## src/rtl/regfile_bist_ctrl_if.sv

```systemverilog
// Regfile access bundle: processor-side request signals, muxed regfile-side
// control/data, and the regfile's combinational read data.
interface regfile_bist_ctrl_if #(
  parameter int unsigned ADDR_W = 5,
  parameter int unsigned DATA_W = 32
) ();

  logic              p_ctrl_writeEnable;
  logic [ADDR_W-1:0] p_ctrl_writeReg;
  logic [ADDR_W-1:0] p_ctrl_readRegA;
  logic [ADDR_W-1:0] p_ctrl_readRegB;
  logic [DATA_W-1:0] p_data_writeReg;

  logic              r_ctrl_writeEnable;
  logic [ADDR_W-1:0] r_ctrl_writeReg;
  logic [ADDR_W-1:0] r_ctrl_readRegA;
  logic [ADDR_W-1:0] r_ctrl_readRegB;
  logic [DATA_W-1:0] r_data_writeReg;

  logic [DATA_W-1:0] r_data_readRegA;
  logic [DATA_W-1:0] r_data_readRegB;

  // System side: processor requests plus regfile read data.
  modport master (
    output p_ctrl_writeEnable, p_ctrl_writeReg, p_ctrl_readRegA, p_ctrl_readRegB,
    output p_data_writeReg,
    output r_data_readRegA, r_data_readRegB,
    input  r_ctrl_writeEnable, r_ctrl_writeReg, r_ctrl_readRegA, r_ctrl_readRegB,
    input  r_data_writeReg
  );

  // Controller side: owns the muxed regfile port.
  modport slave (
    input  p_ctrl_writeEnable, p_ctrl_writeReg, p_ctrl_readRegA, p_ctrl_readRegB,
    input  p_data_writeReg,
    input  r_data_readRegA, r_data_readRegB,
    output r_ctrl_writeEnable, r_ctrl_writeReg, r_ctrl_readRegA, r_ctrl_readRegB,
    output r_data_writeReg
  );

endinterface

```

## src/rtl/regfile_bist_ctrl.sv

```systemverilog
// Regfile BIST controller: passes processor traffic through when idle, otherwise
// owns the regfile and runs a two-pass write/read-back march with error logging.
module regfile_bist_ctrl #(
  parameter int unsigned       NUM_REGS = 32,
  parameter int unsigned       ADDR_W   = 5,
  parameter int unsigned       DATA_W   = 32,
  parameter logic [DATA_W-1:0] PATTERN  = DATA_W'(32'hA5A5_5A5A)
) (
  input  logic               clock,
  input  logic               reset,
  input  logic               start,
  regfile_bist_ctrl_if.slave rf,
  output logic               proc_stall,
  output logic               busy,
  output logic               done,
  output logic               pass,
  output logic [ADDR_W-1:0]  fail_reg,
  output logic [5:0]         err_count
);

  localparam int unsigned       ERR_W    = 6;
  localparam int unsigned       SUM_W    = ERR_W + 1;
  localparam int unsigned       ERR_MAX  = (1 << ERR_W) - 1;
  localparam logic [ADDR_W-1:0] LAST_IDX = ADDR_W'(NUM_REGS - 1);

  typedef enum logic [1:0] {
    S_IDLE  = 2'd0,
    S_WRITE = 2'd1,
    S_READ  = 2'd2,
    S_DONE  = 2'd3
  } state_e;

  state_e             state_q, state_d;
  logic [ADDR_W-1:0]  idx_q, idx_d;
  logic               pass_sel_q, pass_sel_d;
  logic               done_q;
  logic               pass_q, pass_d;
  logic [ADDR_W-1:0]  fail_reg_q, fail_reg_d;
  logic               fail_seen_q, fail_seen_d;
  logic [ERR_W-1:0]   err_q, err_d;

  logic               bist_we;
  logic [ADDR_W-1:0]  bist_wr;
  logic [DATA_W-1:0]  bist_wd;
  logic [ADDR_W-1:0]  bist_ra;
  logic [ADDR_W-1:0]  bist_rb;
  logic [ADDR_W-1:0]  idx_b;
  logic               miss_a;
  logic               miss_b;
  logic [SUM_W-1:0]   err_sum;

  // Pattern written to register i; $0 gets the full pattern too.
  function automatic logic [DATA_W-1:0] write_pat(input logic sel,
                                                  input logic [ADDR_W-1:0] i);
    return (sel ? ~PATTERN : PATTERN) ^ DATA_W'(i);
  endfunction

  // Value register i must read back; $0 is hardwired to zero.
  function automatic logic [DATA_W-1:0] read_exp(input logic sel,
                                                 input logic [ADDR_W-1:0] i);
    return (i == '0) ? '0 : write_pat(sel, i);
  endfunction

  assign idx_b = LAST_IDX - idx_q;

  // Next-state, march sequencing and result bookkeeping.
  always_comb begin
    state_d     = state_q;
    idx_d       = idx_q;
    pass_sel_d  = pass_sel_q;
    pass_d      = pass_q;
    fail_reg_d  = fail_reg_q;
    fail_seen_d = fail_seen_q;
    err_d       = err_q;
    bist_we     = 1'b0;
    bist_wr     = '0;
    bist_wd     = '0;
    bist_ra     = '0;
    bist_rb     = '0;
    miss_a      = 1'b0;
    miss_b      = 1'b0;
    err_sum     = '0;

    case (state_q)
      S_IDLE: begin
        if (start) begin
          state_d     = S_WRITE;
          idx_d       = '0;
          pass_sel_d  = 1'b0;
          err_d       = '0;
          fail_reg_d  = '0;
          fail_seen_d = 1'b0;
        end
      end

      S_WRITE: begin
        bist_we = 1'b1;
        bist_wr = idx_q;
        bist_wd = write_pat(pass_sel_q, idx_q);
        idx_d   = idx_q + 1'b1;
        if (idx_q == LAST_IDX) begin
          idx_d   = '0;
          state_d = S_READ;
        end
      end

      S_READ: begin
        bist_ra = idx_q;
        bist_rb = idx_b;
        miss_a  = (rf.r_data_readRegA != read_exp(pass_sel_q, idx_q));
        miss_b  = (rf.r_data_readRegB != read_exp(pass_sel_q, idx_b));
        err_sum = SUM_W'(err_q) + SUM_W'(miss_a) + SUM_W'(miss_b);
        err_d   = (err_sum > SUM_W'(ERR_MAX)) ? ERR_W'(ERR_MAX) : err_sum[ERR_W-1:0];
        // Port A takes priority when both ports miss in the same cycle.
        if (!fail_seen_q && (miss_a || miss_b)) begin
          fail_seen_d = 1'b1;
          fail_reg_d  = miss_a ? idx_q : idx_b;
        end
        idx_d = idx_q + 1'b1;
        if (idx_q == LAST_IDX) begin
          idx_d = '0;
          if (pass_sel_q) begin
            state_d = S_DONE;
            pass_d  = (err_d == '0);
          end else begin
            state_d    = S_WRITE;
            pass_sel_d = 1'b1;
          end
        end
      end

      S_DONE: begin
        state_d = S_IDLE;
      end

      default: begin
        state_d = S_IDLE;
      end
    endcase
  end

  always_ff @(posedge clock) begin
    if (reset) begin
      state_q     <= S_IDLE;
      idx_q       <= '0;
      pass_sel_q  <= 1'b0;
      done_q      <= 1'b0;
      pass_q      <= 1'b0;
      fail_reg_q  <= '0;
      fail_seen_q <= 1'b0;
      err_q       <= '0;
    end else begin
      state_q     <= state_d;
      idx_q       <= idx_d;
      pass_sel_q  <= pass_sel_d;
      done_q      <= (state_d == S_DONE);
      pass_q      <= pass_d;
      fail_reg_q  <= fail_reg_d;
      fail_seen_q <= fail_seen_d;
      err_q       <= err_d;
    end
  end

  // Port mux keyed only on the state register, so a reset hands the port back at once.
  always_comb begin
    if (state_q == S_IDLE) begin
      rf.r_ctrl_writeEnable = rf.p_ctrl_writeEnable;
      rf.r_ctrl_writeReg    = rf.p_ctrl_writeReg;
      rf.r_ctrl_readRegA    = rf.p_ctrl_readRegA;
      rf.r_ctrl_readRegB    = rf.p_ctrl_readRegB;
      rf.r_data_writeReg    = rf.p_data_writeReg;
    end else begin
      rf.r_ctrl_writeEnable = bist_we;
      rf.r_ctrl_writeReg    = bist_wr;
      rf.r_ctrl_readRegA    = bist_ra;
      rf.r_ctrl_readRegB    = bist_rb;
      rf.r_data_writeReg    = bist_wd;
    end
  end

  assign busy       = (state_q != S_IDLE);
  assign proc_stall = (state_q != S_IDLE);
  assign done       = done_q;
  assign pass       = pass_q;
  assign fail_reg   = fail_reg_q;
  assign err_count  = err_q;

endmodule

```

## src/flat_wrapper.sv

```systemverilog
// flat-port wrapper written by rule: the top's interface ports become plain ports
module regfile_bist_ctrl_flat 
#(
  parameter int unsigned       NUM_REGS = 32,
  parameter int unsigned       ADDR_W   = 5,
  parameter int unsigned       DATA_W   = 32,
  parameter logic [DATA_W-1:0] PATTERN  = DATA_W'(32'hA5A5_5A5A)
)
  (clock, reset, start, proc_stall, busy, done, pass, fail_reg, err_count, rf_p_ctrl_writeEnable, rf_p_ctrl_writeReg, rf_p_ctrl_readRegA, rf_p_ctrl_readRegB, rf_p_data_writeReg, rf_r_data_readRegA, rf_r_data_readRegB, rf_r_ctrl_writeEnable, rf_r_ctrl_writeReg, rf_r_ctrl_readRegA, rf_r_ctrl_readRegB, rf_r_data_writeReg);
  regfile_bist_ctrl_if #(.ADDR_W(ADDR_W), .DATA_W(DATA_W)) rf_i ();
  input  logic clock;
  input  logic reset;
  input  logic start;
  output logic proc_stall;
  output logic busy;
  output logic done;
  output logic pass;
  output logic [ADDR_W-1:0] fail_reg;
  output logic [5:0] err_count;
  input wire logic [$bits(rf_i.p_ctrl_writeEnable)-1:0] rf_p_ctrl_writeEnable;
  input wire logic [$bits(rf_i.p_ctrl_writeReg)-1:0] rf_p_ctrl_writeReg;
  input wire logic [$bits(rf_i.p_ctrl_readRegA)-1:0] rf_p_ctrl_readRegA;
  input wire logic [$bits(rf_i.p_ctrl_readRegB)-1:0] rf_p_ctrl_readRegB;
  input wire logic [$bits(rf_i.p_data_writeReg)-1:0] rf_p_data_writeReg;
  input wire logic [$bits(rf_i.r_data_readRegA)-1:0] rf_r_data_readRegA;
  input wire logic [$bits(rf_i.r_data_readRegB)-1:0] rf_r_data_readRegB;
  output wire logic [$bits(rf_i.r_ctrl_writeEnable)-1:0] rf_r_ctrl_writeEnable;
  output wire logic [$bits(rf_i.r_ctrl_writeReg)-1:0] rf_r_ctrl_writeReg;
  output wire logic [$bits(rf_i.r_ctrl_readRegA)-1:0] rf_r_ctrl_readRegA;
  output wire logic [$bits(rf_i.r_ctrl_readRegB)-1:0] rf_r_ctrl_readRegB;
  output wire logic [$bits(rf_i.r_data_writeReg)-1:0] rf_r_data_writeReg;
  assign rf_i.p_ctrl_writeEnable = rf_p_ctrl_writeEnable;
  assign rf_i.p_ctrl_writeReg = rf_p_ctrl_writeReg;
  assign rf_i.p_ctrl_readRegA = rf_p_ctrl_readRegA;
  assign rf_i.p_ctrl_readRegB = rf_p_ctrl_readRegB;
  assign rf_i.p_data_writeReg = rf_p_data_writeReg;
  assign rf_i.r_data_readRegA = rf_r_data_readRegA;
  assign rf_i.r_data_readRegB = rf_r_data_readRegB;
  assign rf_r_ctrl_writeEnable = rf_i.r_ctrl_writeEnable;
  assign rf_r_ctrl_writeReg = rf_i.r_ctrl_writeReg;
  assign rf_r_ctrl_readRegA = rf_i.r_ctrl_readRegA;
  assign rf_r_ctrl_readRegB = rf_i.r_ctrl_readRegB;
  assign rf_r_data_writeReg = rf_i.r_data_writeReg;
  regfile_bist_ctrl #(.NUM_REGS(NUM_REGS), .ADDR_W(ADDR_W), .DATA_W(DATA_W), .PATTERN(PATTERN)) u_core (.clock(clock), .reset(reset), .start(start), .rf(rf_i), .proc_stall(proc_stall), .busy(busy), .done(done), .pass(pass), .fail_reg(fail_reg), .err_count(err_count));
endmodule
```

## config.mk

```make
export PLATFORM = sky130hd
export DESIGN_NAME = regfile_bist_ctrl_flat
export DESIGN_NICKNAME = d
export VERILOG_FILES = /design/src/rtl/regfile_bist_ctrl_if.sv /design/src/rtl/regfile_bist_ctrl.sv /design/src/flat_wrapper.sv
export SDC_FILE = /design/constraint.sdc
export NUM_CORES = 1
export LEC_CHECK = 0
export ABC_CLOCK_PERIOD_IN_PS = 4750
export CAP_MARGIN = 20
export CORE_MARGIN = 5
export CORE_UTILIZATION = 38
export CTS_BUF_LIST = sky130_fd_sc_hd__clkbuf_2
export DETAILED_ROUTE_END_ITERATION = 8
export PLACE_DENSITY_LB_ADDON = 0.2
export SLEW_MARGIN = 20
export SYNTH_ARGS = -nofsm -noshare
export SYNTH_HDL_FRONTEND = slang
export SYNTH_SLANG_ARGS = --single-unit
```

## constraint.sdc

```tcl
create_clock -name clock -period 4.75 [get_ports clock]
set_input_delay 1.1875 -clock clock [delete_from_list [all_inputs] [get_ports clock]]
set_output_delay 1.1875 -clock clock [all_outputs]
set_load 0.01 [all_outputs]
```

==> results.json, run 1 <==
{
  "routed_wl_mm": 10.2,
  "worstPathCellList": "clkdlybuf4s50_1, or4_1, nor2_1, a21oi_1, o32ai_2, and4_1, nand3_1, fa_1, ha_1, or4_1, nor4b_1, a21oi_1, nor2_1",
  "crit_arrival_ns": 4.53,
  "hold_buffers": 0,
  "via_count": 3533,
  "cts-resized-gates": 0,
  "final-setup-viol-count": 0,
  "place_congestion": 0.885,
  "drive_above_1_share_pct": 4.46,
  "ios": 178,
  "grt_util_all_layers_pct": 20.9,
  "antenna_cells": 0,
  "nFillCells": 663,
  "synthCells": 404,
  "synth_warnings": 0,
  "regArea_sq_um": 440,
  "cp.required_ns": 5.04,
  "final.setup.tns_ns": 0,
  "die_area_sq_um": 9140,
  "p_leak_nw": 1.77,
  "nets": 685,
  "crit_family": "simple AND/OR/NAND/NOR gates",
  "overflow": 0,
  "synth_edf_count": 0,
  "status": "finished clean",
  "hold_violations": 0,
  "drc": 0,
  "yosysMostFrequentCell": "nand2_1",
  "grt_start_max_net_pins": 62,
  "max_freq_mhz": 236,
  "slowest_delay_ns": 0.57,
  "port_buffers": 177,
  "path_class": "input port to flip-flop",
  "design_area_sq_um": 4580,
  "synth-seq-cells": 22,
  "syn_nets": 528,
  "htree_levels": 1,
  "end_kind": "flip-flop",
  "irDropWorstVdd_v": 0.000145,
  "max-clock-path-buffers": 2,
  "antenna_found_initial": 0,
  "ys_seq_area_share_pct": 15.8,
  "cts_buffers": 3,
  "rsz0062_at_grt": "no",
  "slowest_stage": "or4_1",
  "drt_iter0_drc": 201,
  "hpwl_mm": 8.31,
  "rows": 31,
  "worst_pin_slew_ns": 0.835,
  "wl_per_cell_um": 15.5,
  "cap_violations": 0,
  "syn_area_sq_um": 2780,
  "p_per_area_nw_per_um2": 143,
  "synth_ff_type": "dfxtp_1",
  "post_dp_cell_area_sq_um": 4530,
  "synth_top_area_cell": "dfxtp_1",
  "cts-root-buf": "clkbuf_2",
  "layout.cells.non_filler": 659,
  "synth_area_per_cell_sq_um": 6.89,
  "ys_types": 71,
  "area_growth_syn_to_layout_pct": 64.4,
  "path_clk_slew_ns": 0.22,
  "startpoint_type": "input port",
  "finalClockSkew_ns": 0.0144,
  "synth_common_cells": "77 x nand2_1, 26 x nor2_1, 25 x a21oi_1",
  "cts_tree": "built",
  "synthArstFlopShare_pct": 0,
  "placedCellCount": 655,
  "grt_pass1_wl_mm": 15.7,
  "clk_latency_ns": 0.34,
  "slew_violations": 0,
  "antenna_left": 0,
  "start_util_pct": 38.8,
  "multi_input_area_sq_um": 2080,
  "period_share_pct": 89.2,
  "fin_ws_ns": 0.512,
  "viasPerCell": 5.36,
  "first_pass_iters": 5,
  "synth_top_area_share_pct": 15.8,
  "hold_slack_ns": 0.519,
  "critPathMaxFanout": 2,
  "cts_setup_buffers": 0,
  "hold_class": "flip-flop to flip-flop",
  "largest_register_ffs": 6,
  "period_needed_ns": 4.24,
  "max-slew-margin-rel_pct": 44.1,
  "die_w_um": 95.6,
  "pre_cts_ws_ns": 0.141,
  "synth.area.top_cells": "dfxtp_1 16%, nand2_1 10%, a21oi_1 4.5%",
  "cp_num_buf_inv": 1,
  "core-area_sq_um": 7180,
  "die_y_um": 95.6,
  "cts_num_sinks": 22,
  "grt_pass1_vias": 3341
}
## routing by layer
metal,up-vias,wire [um],GRT usage (%)
li1,1804,-,-
met1,1597,4100,25.7
met2,119,5220,37.6
met3,13,731,3.31
met4,0,144,4.98
met5,-,0,0
## power breakdown
part	leakage, nW	switching [mW]	internal, mW
Clock	0.0266	0.0587	0.0726
Sequential	0.177	0.00119	0.187
Combinational	1.56	0.136	0.199
Total	1.77	0.196	0.458
## worst register-to-register path, cell delays in order, from the launching register on
cell	delay, ns
dfxtp_1	0.56
and3_1	0.28
ha_1	0.34
nor2_1	0.13
or4_1	0.48
a221oi_1	0.31
nand4_1	0.19
fa_1	0.45
ha_1	0.30
or4_1	0.41
nor4b_1	0.31
a21oi_1	0.07
nor2_1	0.08
## final cells by class
class                   instances  share of cell area [%]
clock buffers                   3                   0.328
clock inverters                 1                   0.656
inverters                      14                    1.26
multi-input cells             335                    45.4
flip-flops and latches         22                    9.62
well taps                      99                    2.71
repair buffers                185                    40.0
## cell usage in the layout (no fill, tap or decap), types with 3 or more instances in the layout
| cell | instances |
|---|---|
| clkdlybuf4s50_1 | 177 |
| nand2_1 | 77 |
| nor2_1 | 26 |
| a21oi_1 | 25 |
| o21ai_0 | 22 |
| dfxtp_1 | 22 |
| nand3_1 | 13 |
| nand4_1 | 13 |
| nor3_1 | 13 |
| a21o_1 | 13 |
| inv_1 | 12 |
| o31ai_1 | 8 |
| buf_4 | 8 |
| nor4_1 | 7 |
| or4_1 | 7 |
| xnor2_1 | 7 |
| ha_1 | 7 |
| nand2b_1 | 6 |
| a211oi_1 | 6 |
| and3_1 | 5 |
| a22oi_1 | 5 |
| nor3b_1 | 4 |
| or3_1 | 4 |
| nand3b_1 | 4 |
| and4b_1 | 4 |
| nor2b_1 | 3 |
| o22ai_1 | 3 |
| nor4b_1 | 3 |
| o21ai_1 | 3 |
| clkbuf_2 | 3 |
## logic make-up after synthesis
kind of cell               synth area share, %
AOI/OAI and AO/OA                         27.7
muxes                                    0.360
DFF                                       15.8
buffers and inverters                     9.57
xor gates and xnor gates                  2.83
adders and majority gates                 4.31
and+or+nand+nor                           39.4
## stage by stage
step	util, %	power (mW)
after floorplan	-	0.322
after global placement	63.2	0.522
after detailed placement	63.2	0.528
after CTS	63.8	0.660
after global routing	63.8	0.693
final	63.8	0.655
## final timing paths
| check | startpoint | endpoint | slack [ns] | depth (start not counted) |
|---|---|---|---|---|
| max | rf_r_data_readRegA[16] | u_core.pass | 0.51 | 13 |
| min | u_core.err_count[1] | u_core.err_count[1] | 0.52 | 2 |
| max reg2reg | u_core.idx_q[2] | u_core.pass | 0.80 | 12 |
| min reg2reg | u_core.err_count[1] | u_core.err_count[1] | 0.52 | 2 |
Power figures use the tool's default switching activity.
==> inputs of run 2 (changes only) <==
Settings changed: ABC_CLOCK_PERIOD_IN_PS 4750 to 4900, CORE_UTILIZATION 38 to 41.
Clock period 4.75 ns to 4.9 ns, I/O delays scaled along.
==> results.json, run 2 (same netlist as run 1, synthesis figures left out) <==
{
  "status": "finished clean",
  "nets": 684,
  "layout.cells.non_filler": 639,
  "finalClockSkew_ns": 0.0205,
  "slowest_stage": "or4_1",
  "final_cell_mix": "177 x clkdlybuf4s50_1, 77 x nand2_1, 26 x nor2_1, 25 x a21oi_1",
  "via_count": 3602,
  "critPathMaxFanout": 2,
  "grt_pass1_vias": 3315,
  "overflow": 0,
  "ios": 178,
  "hold_class": "flip-flop to flip-flop",
  "max_freq_mhz": 234,
  "regArea_sq_um": 440,
  "path_clk_slew_ns": 0.22,
  "final-setup-viol-count": 0,
  "drc": 0,
  "grt_util_all_layers_pct": 22.2,
  "max-clock-path-buffers": 2,
  "rsz0062_at_grt": "no",
  "crit_arrival_ns": 4.54,
  "core-area_sq_um": 6720,
  "first_pass_iters": 5,
  "antenna_cells": 0,
  "cts_tree": "built",
  "die_y_um": 92.4,
  "antenna_left": 0,
  "path_class": "input port to flip-flop",
  "grt_pass1_wl_mm": 16.0,
  "p_seq_share_pct": 31.3,
  "p_per_area_nw_per_um2": 129,
  "max-slew-margin-rel_pct": 43.4,
  "placedCellCount": 635,
  "nFillCells": 577,
  "clk_latency_ns": 0.35,
  "grt_use_met3_pct": 2.68,
  "wl_per_cell_um": 15.8,
  "final.setup.tns_ns": 0,
  "final_util_pct": 67.3,
  "cts_num_sinks": 22,
  "cap_violations": 0,
  "p_leak_nw": 1.75,
  "busiest_layer": "met2",
  "routed_wl_mm": 10.1,
  "period_needed_ns": 4.27,
  "irDropWorstVdd_v": 0.000134,
  "final_common_cell": "clkdlybuf4s50_1",
  "die_area_sq_um": 8540,
  "hpwl_mm": 8.07,
  "hold_violations": 0,
  "p_int_mw": 0.392,
  "cts_setup_buffers": 0,
  "cp.required_ns": 5.17,
  "worstPathCellList": "clkdlybuf4s50_1, or4_1, nor2_1, a21oi_1, o32ai_2, and4_1, nand3_1, fa_1, ha_1, or4_1, nor4b_1, a21oi_1, nor2_1",
  "startpoint_type": "input port",
  "worst_pin_slew_ns": 0.845,
  "end_kind": "flip-flop",
  "largest_register_ffs": 6,
  "antenna_found_initial": 0,
  "place_congestion": 0.912,
  "htree_levels": 1,
  "rows": 30,
  "drive_above_1_share_pct": 4.11,
  "grtUsageMet2_pct": 40.2,
  "p_sw_mw": 0.190,
  "start_util_pct": 41.4,
  "hold_buffers": 0,
  "die_w_um": 92.4,
  "drt_iter0_drc": 172,
  "power_mw": 0.582,
  "multi_input_area_sq_um": 2080,
  "cts-resized-gates": 0,
  "clockPowerShare_pct": 12.7,
  "slowest_delay_ns": 0.57,
  "viasPerCell": 5.64,
  "pwr-share-comb_pct": 56.0,
  "sw_frac_of_total_pct": 32.7,
  "period_share_pct": 87.1,
  "port_buffers": 177,
  "met1_usage_pct": 28.0,
  "grt_start_max_net_pins": 41,
  "cts-root-buf": "clkbuf_2",
  "cts_buffers": 3,
  "slew_violations": 0,
  "area_growth_syn_to_layout_pct": 62.4,
  "hold_slack_ns": 0.528
}
run 2: per-stage QoR:
step           setup slack (ns)  area [sq um]
6_report                  0.632          4520
2_1_floorplan              1.00          2780
4_1_cts                   0.652          4520
5_1_grt                   0.455          4520
3_5_place_dp              0.292          4500
3_3_place_gp              0.379          4500
run 2: worst paths after layout:
path,to,cells after the start,slack (ns),from
max reg2reg,u_core.pass,13,0.95,u_core.idx_q[0]
min reg2reg,u_core.fail_seen_q,2,0.53,u_core.fail_seen_q
max,u_core.pass,13,0.63,rf_r_data_readRegA[16]
min,u_core.fail_seen_q,2,0.53,u_core.fail_seen_q
run 2: final cells by class:
type | count | area share (%)
multi-input combinational | 335 | 46.0
timing repair buffer | 184 | 40.4
sequential | 22 | 9.74
tap | 80 | 2.21
inverter | 14 | 1.27
clock buffer | 3 | 0.332
clock inverter | 1 | 0.0830
run 2: power by group through the flow:
| stage | clock [mW] | combinational [mW] | sequential (mW) |
|---|---|---|---|
| global route | 0.0854 | 0.349 | 0.183 |
| global placement | 0 | 0.320 | 0.186 |
| CTS | 0.0755 | 0.327 | 0.182 |
| floorplan | 0 | 0.127 | 0.185 |
| finish | 0.0741 | 0.326 | 0.182 |
| detailed placement | 0 | 0.326 | 0.186 |
run 2: worst max-delay path, delay by kind of cell:
family,cells,cell delay [ns]
AND/OR/NAND/NOR,7,1.88
adder cells (fa/ha/maj),2,0.72
buffers and inverters,1,0.43
AO/OA/AOI/OAI,3,0.31
run 2: layer usage:
metal  up-vias  routed length [um]
met1      1663                4260
met3        11                 617
met4         0                 116
met5         -                   0
li1       1804                   -
met2       124                5110
